[src/rtl/restoring_div16.sv]
// Multi-cycle unsigned restoring divider, one quotient bit per clock, start/done handshake.
// Optional macro DIV_ZERO_FASTPATH_EN: divide-by-zero finishes in one cycle without iterating.
module restoring_div16 #(
  parameter int WIDTH = 16
) (
  input  logic             clk,
  input  logic             rst,
  input  logic             start,
  input  logic [WIDTH-1:0] dividend,
  input  logic [WIDTH-1:0] divisor,
  output logic [WIDTH-1:0] quotient,
  output logic [WIDTH-1:0] remainder,
  output logic             busy,
  output logic             done,
  output logic             div_by_zero
);

  localparam int CNT_W = $clog2(WIDTH);

  typedef enum logic [1:0] {
    S_IDLE = 2'd0,
    S_RUN  = 2'd1,
    S_DONE = 2'd2
  } state_t;

  state_t             state_q, state_d;
  logic [WIDTH-1:0]   quo_q, quo_d;
  logic [WIDTH-1:0]   rem_q, rem_d;
  logic [WIDTH-1:0]   dvs_q, dvs_d;
  logic [CNT_W-1:0]   cnt_q, cnt_d;
  logic               busy_q, busy_d;
  logic               done_q, done_d;
  logic               dbz_q, dbz_d;
  logic [WIDTH:0]     shifted;
  logic [WIDTH:0]     trial;

  // quo_q starts out holding the dividend; its MSB feeds R while quotient bits shift in at the LSB.
  always_comb begin
    state_d = state_q;
    quo_d   = quo_q;
    rem_d   = rem_q;
    dvs_d   = dvs_q;
    cnt_d   = cnt_q;
    busy_d  = busy_q;
    done_d  = 1'b0;
    dbz_d   = dbz_q;
    shifted = {rem_q, quo_q[WIDTH-1]};
    trial   = shifted - {1'b0, dvs_q};

    case (state_q)
      S_IDLE, S_DONE: begin
        busy_d = 1'b0;
        if (start) begin
          quo_d   = dividend;
          dvs_d   = divisor;
          rem_d   = '0;
          cnt_d   = CNT_W'(WIDTH - 1);
          dbz_d   = 1'b0;
          busy_d  = 1'b1;
          state_d = S_RUN;
`ifdef DIV_ZERO_FASTPATH_EN
          // Zero divisor spends a single non-busy RUN cycle before DONE.
          if (divisor == '0) begin
            busy_d = 1'b0;
            cnt_d  = '0;
          end
`endif
        end else begin
          state_d = S_IDLE;
        end
      end

      S_RUN: begin
        // R never exceeds WIDTH bits after the update, so only trial's sign bit is dropped.
        if (!trial[WIDTH]) begin
          rem_d = trial[WIDTH-1:0];
        end else begin
          rem_d = shifted[WIDTH-1:0];
        end
        quo_d = {quo_q[WIDTH-2:0], ~trial[WIDTH]};
        cnt_d = cnt_q - 1'b1;
        if (cnt_q == '0) begin
          state_d = S_DONE;
          busy_d  = 1'b0;
          done_d  = 1'b1;
          dbz_d   = (dvs_q == '0);
        end
`ifdef DIV_ZERO_FASTPATH_EN
        if (dvs_q == '0) begin
          quo_d   = '1;
          rem_d   = quo_q;
          cnt_d   = '0;
          state_d = S_DONE;
          busy_d  = 1'b0;
          done_d  = 1'b1;
          dbz_d   = 1'b1;
        end
`endif
      end

      default: begin
        state_d = S_IDLE;
        busy_d  = 1'b0;
      end
    endcase
  end

  always_ff @(posedge clk) begin
    if (rst) begin
      state_q <= S_IDLE;
      quo_q   <= '0;
      rem_q   <= '0;
      dvs_q   <= '0;
      cnt_q   <= '0;
      busy_q  <= 1'b0;
      done_q  <= 1'b0;
      dbz_q   <= 1'b0;
    end else begin
      state_q <= state_d;
      quo_q   <= quo_d;
      rem_q   <= rem_d;
      dvs_q   <= dvs_d;
      cnt_q   <= cnt_d;
      busy_q  <= busy_d;
      done_q  <= done_d;
      dbz_q   <= dbz_d;
    end
  end

  assign quotient    = quo_q;
  assign remainder   = rem_q;
  assign busy        = busy_q;
  assign done        = done_q;
  assign div_by_zero = dbz_q;

endmodule
[config.mk]
export PLATFORM = sky130hd
export DESIGN_NAME = restoring_div16
export DESIGN_NICKNAME = d
export VERILOG_FILES = /design/src/rtl/restoring_div16.sv
export SDC_FILE = /design/constraint.sdc
export NUM_CORES = 1
export LEC_CHECK = 0
export CAP_MARGIN = 20
export CELL_PAD_IN_SITES_DETAIL_PLACEMENT = 0
export CELL_PAD_IN_SITES_GLOBAL_PLACEMENT = 1
export CORE_ASPECT_RATIO = 1.4
export CORE_UTILIZATION = 37
export CTS_CLUSTER_DIAMETER = 200
export DETAILED_ROUTE_END_ITERATION = 10
export PLACE_DENSITY = 0.91
export REMOVE_ABC_BUFFERS = 1
export SYNTH_ARGS = -nofsm -noshare
export SYNTH_HDL_FRONTEND = slang
export SYNTH_SLANG_ARGS = --single-unit
[constraint.sdc]
create_clock -name clk -period 3 [get_ports clk]
set_input_delay 0.75 -clock clk [delete_from_list [all_inputs] [get_ports clk]]
set_output_delay 0.75 -clock clk [all_outputs]
set_load 0.02 [all_outputs]
==> key figures <==
Logic synthesis
  • Post-synth cell types: 46
  • Top cells by area, synth: dfxtp_1, nand2_1, a21oi_1, ha_1, mux2i_1
  • Synth top area share: 0.369
  • Ys Warns: 0
  • Post-synth EDFFs: 0
  • Area leader, netlist: dfxtp_1
  • Most common cell in the netlist: nand2_1
  • Sequential share of the synthesized area: 0.369
  • Post-synth top flop: dfxtp_1
  • Most instantiated cells after synthesis: nand2_1, dfxtp_1, a21oi_1, o21ai_0, inv_1
  • Synth Cell Area: 3040 um2
  • Post-synth ARST share: 0
  • Synth Register Bits: 56
  • Mean Syn Cell Area: 8.06 um2
  • Post-Synthesis Cells: 377

Power and ir drop
  • Tot Pwr: 3.84 mW
  • P_leak: 1.51 nW
  • Power Density: 974 nW/um2
  • Peak supply drop: 0.571 mV

Detailed routing
  • Drt wl/cell: 14.4 um
  • Vias per inst: 5.30
  • DRC: 0
  • Vias: 2882
  • WL final: 7820 um
  • Iter 0 DRT Violations: 106
  • Final ANT Viol Nets: 0
  • TritonRoute pass-1 iters: 4

STA
  • RSZ-0062 raised after global routing: true
  • Slew HR: 0.528
  • Min cycle time layout: 2.80 ns
  • Final Hold Violating Endpoints: 0
  • Clock skew: 0.00710 ns
  • Least-Margin Pin Slew: 0.706 ns
  • Final Max Slew Viols: 0
  • Setup ws final: 0.204 ns
  • Tcrit/Tclk final: 0.932
  • Fmax: 0.358 GHz
  • Final setup violation count: 0

Worst setup path
  • WS Path Type: flop to flop
  • Critical-path cell list: inv_1 -> ha_1 -> inv_1 -> fa_1 -> a211o_1 -> a211oi_2 -> nor3_2 -> a21oi_2 -> xnor2_2 -> buf_6 -> mux2i_1 -> o21ai_0
  • Worst setup path start: quotient[15]
  • Flop-to-flop setup slack: 0.20 ns
  • CP endpoint kind: flop
  • Max incr delay on CP: 0.41 ns
  • Slowest stage cell, crit path: fa_1
  • Worst Setup Start Kind: flop
  • Reg2Reg Depth: 12
  • Required time of the critical path: 3.21 ns
  • R2r startpoint: quotient[15]
  • CP arrival: 3.01 ns
  • CP most frequent cell: inv_1
  • Reg-to-Reg End: remainder[5]
  • Maximum net fanout on the critical path: 8

Floorplanning
  • Ports: 70
  • Rows: 38
  • Core ar.: 7850 um2
  • Die ar.: 8590 um2
  • Starting Density: 0.388
  • Die Y: 109 um
  • Die width: 78.6 um

Min path
  • Hold_sp: dvs_q[11]
  • Worst-case hold path end point: dvs_q[11]
  • WHS Path Cells: 2
  • HP Class: flop to flop

Outcome
  • Outcome: finished, final reports clean

Clock tree
  • Bufs on Longest Clock Path: 2
  • Skew-Pair Late Insertion Delay: 0.32 ns
  • CTS root buf: clkbuf_8
  • Clock sink count: 56
  • CTS H-Tree Depth: 2
  • CTS tree: yes
  • Postcts setup bufs: 0
  • Clk slew on worst S/H paths: 0.10 ns
  • Number of CTS-inserted buffers: 5

Place
  • Final HPWL DP: 5980 um
  • Gpl congestion: 0.869
  • I/O Buffers: 69
  • Placement Setup Slack: 0.175 ns
  • Cell Area, Placed: 3840 um2

Finish
  • Design Area, Final: 3950 um2
  • FILL cells: 772
  • Post-layout nets: 496
  • Share of layout cells above drive strength 1: 0.0586
  • Ant. Diodes: 0
  • Final design utilization: 0.503
  • Area grow syn2layout: 29.8%

Global routing
  • Busiest grt layer: met2
  • Grt met2 use: 0.359
  • Initial antenna violation count: 0
  • Global-route wire length before repair: 13000 um
  • Largest net degree at the start of global routing: 35
  • Gr ovfl total: 0
  • Vias in the first global route: 2845
  • Met1 GRT Util: 0.199
  • Overall Global Routing Usage: 0.194
  • Met3 Use GR: 0.0510

Flow run
  • Max-cap violations: 0
## layer usage
| layer | up-vias | wire length [um] |
|---|---|---|
| met4 | 0 | 238 |
| li1 | 1454 | - |
| met3 | 15 | 423 |
| met2 | 69 | 4020 |
| met1 | 1344 | 3130 |
| met5 | - | 0 |
## through the flow
step | TNS (ns) | hold WS [ns] | cells
final | 0 | 0.459 | 544
after global routing | -0.0693 | 0.481 | 544
after CTS | 0 | 0.462 | 544
after detailed placement | 0 | 0.448 | 536
after global placement | 0 | 0.444 | 536
after floorplan | 0 | 0.430 | 356
## report_power, final
group / switching [mW] / internal [mW] / total, mW
Sequential: 0.115 / 0.853 / 0.968
Clock: 0.258 / 0.187 / 0.446
Combinational: 1.25 / 1.18 / 2.43
## timing repair
item | in CTS | in global routing
endpoints found under the setup margin | 0 | 10
resized for setup | 0 | 2
hold buffers | 0 | 0
hold endpoints to repair | 0 | 0
## worst max path at each step
stage | end | slack (ns) | cells past startpoint
4_1_cts | remainder[5] | 0.14 | 12
6_report | remainder[5] | 0.20 | 12
5_1_grt | remainder[13] | -0.04 | 12
3_3_place_gp | remainder[2] | 0.25 | 12
2_1_floorplan | cnt_q[2] | 0.01 | 5
3_5_place_dp | remainder[5] | 0.18 | 12
## cell usage in the layout, fill, tap and decap left out, types with 4 or more instances in the layout
cell type	synthesis	routed
nand2_1	74	74
xnor2_1	8	8
a21oi_1	45	45
mux2i_1	16	16
dfxtp_1	56	56
nand2b_1	7	7
xor2_1	4	4
buf_4	4	9
a22oi_1	16	16
a21o_1	4	4
ha_1	17	17
o21ai_0	21	21
clkbuf_8	0	6
nor2_1	18	18
nor4_1	4	4
clkdlybuf4s50_1	0	69
inv_1	20	20
## area by class of cell
class,instances,area [um2],area share
Multi-Input combinational cell,280,1750,0.442
Sequential cell,56,1120,0.284
Timing Repair Buffer,80,781,0.198
Tap cell,100,125,0.0317
Clock buffer,6,82.6,0.0209
Inverter,20,75.1,0.0190
Clock inverter,2,15.0,0.00381
## worst max-delay path: cells and delay by family (launching register included)
family,cells,cell delay (ns)
xor+xnor,1,0.23
buf+inv,3,0.36
simple gates,1,0.09
fa+ha+maj,2,0.57
flops,1,0.33
mux,1,0.19
compound gates,4,0.90
## kinds of logic (layout without fill, tap and decap cells)
logic type,Yosys count,count (layout),share of synthesized area
flip-flops,56,56,0.369
adder cells (fa/ha/maj),18,18,0.0765
AND/OR/NAND/NOR,117,117,0.165
multiplexers,16,16,0.0527
AO/OA/AOI/OAI,116,116,0.239
XOR/XNOR,13,13,0.0399
buffers and inverters,41,108,0.0580
## state kept, by name, indices dropped and copies added, names as in the netlist
register and count:
dvs_q 16, quotient 16, remainder 16, cnt_q 4, busy 1, div_by_zero 1, done 1, state_q 1
Note: power is estimated with default switching activity, not from simulation.
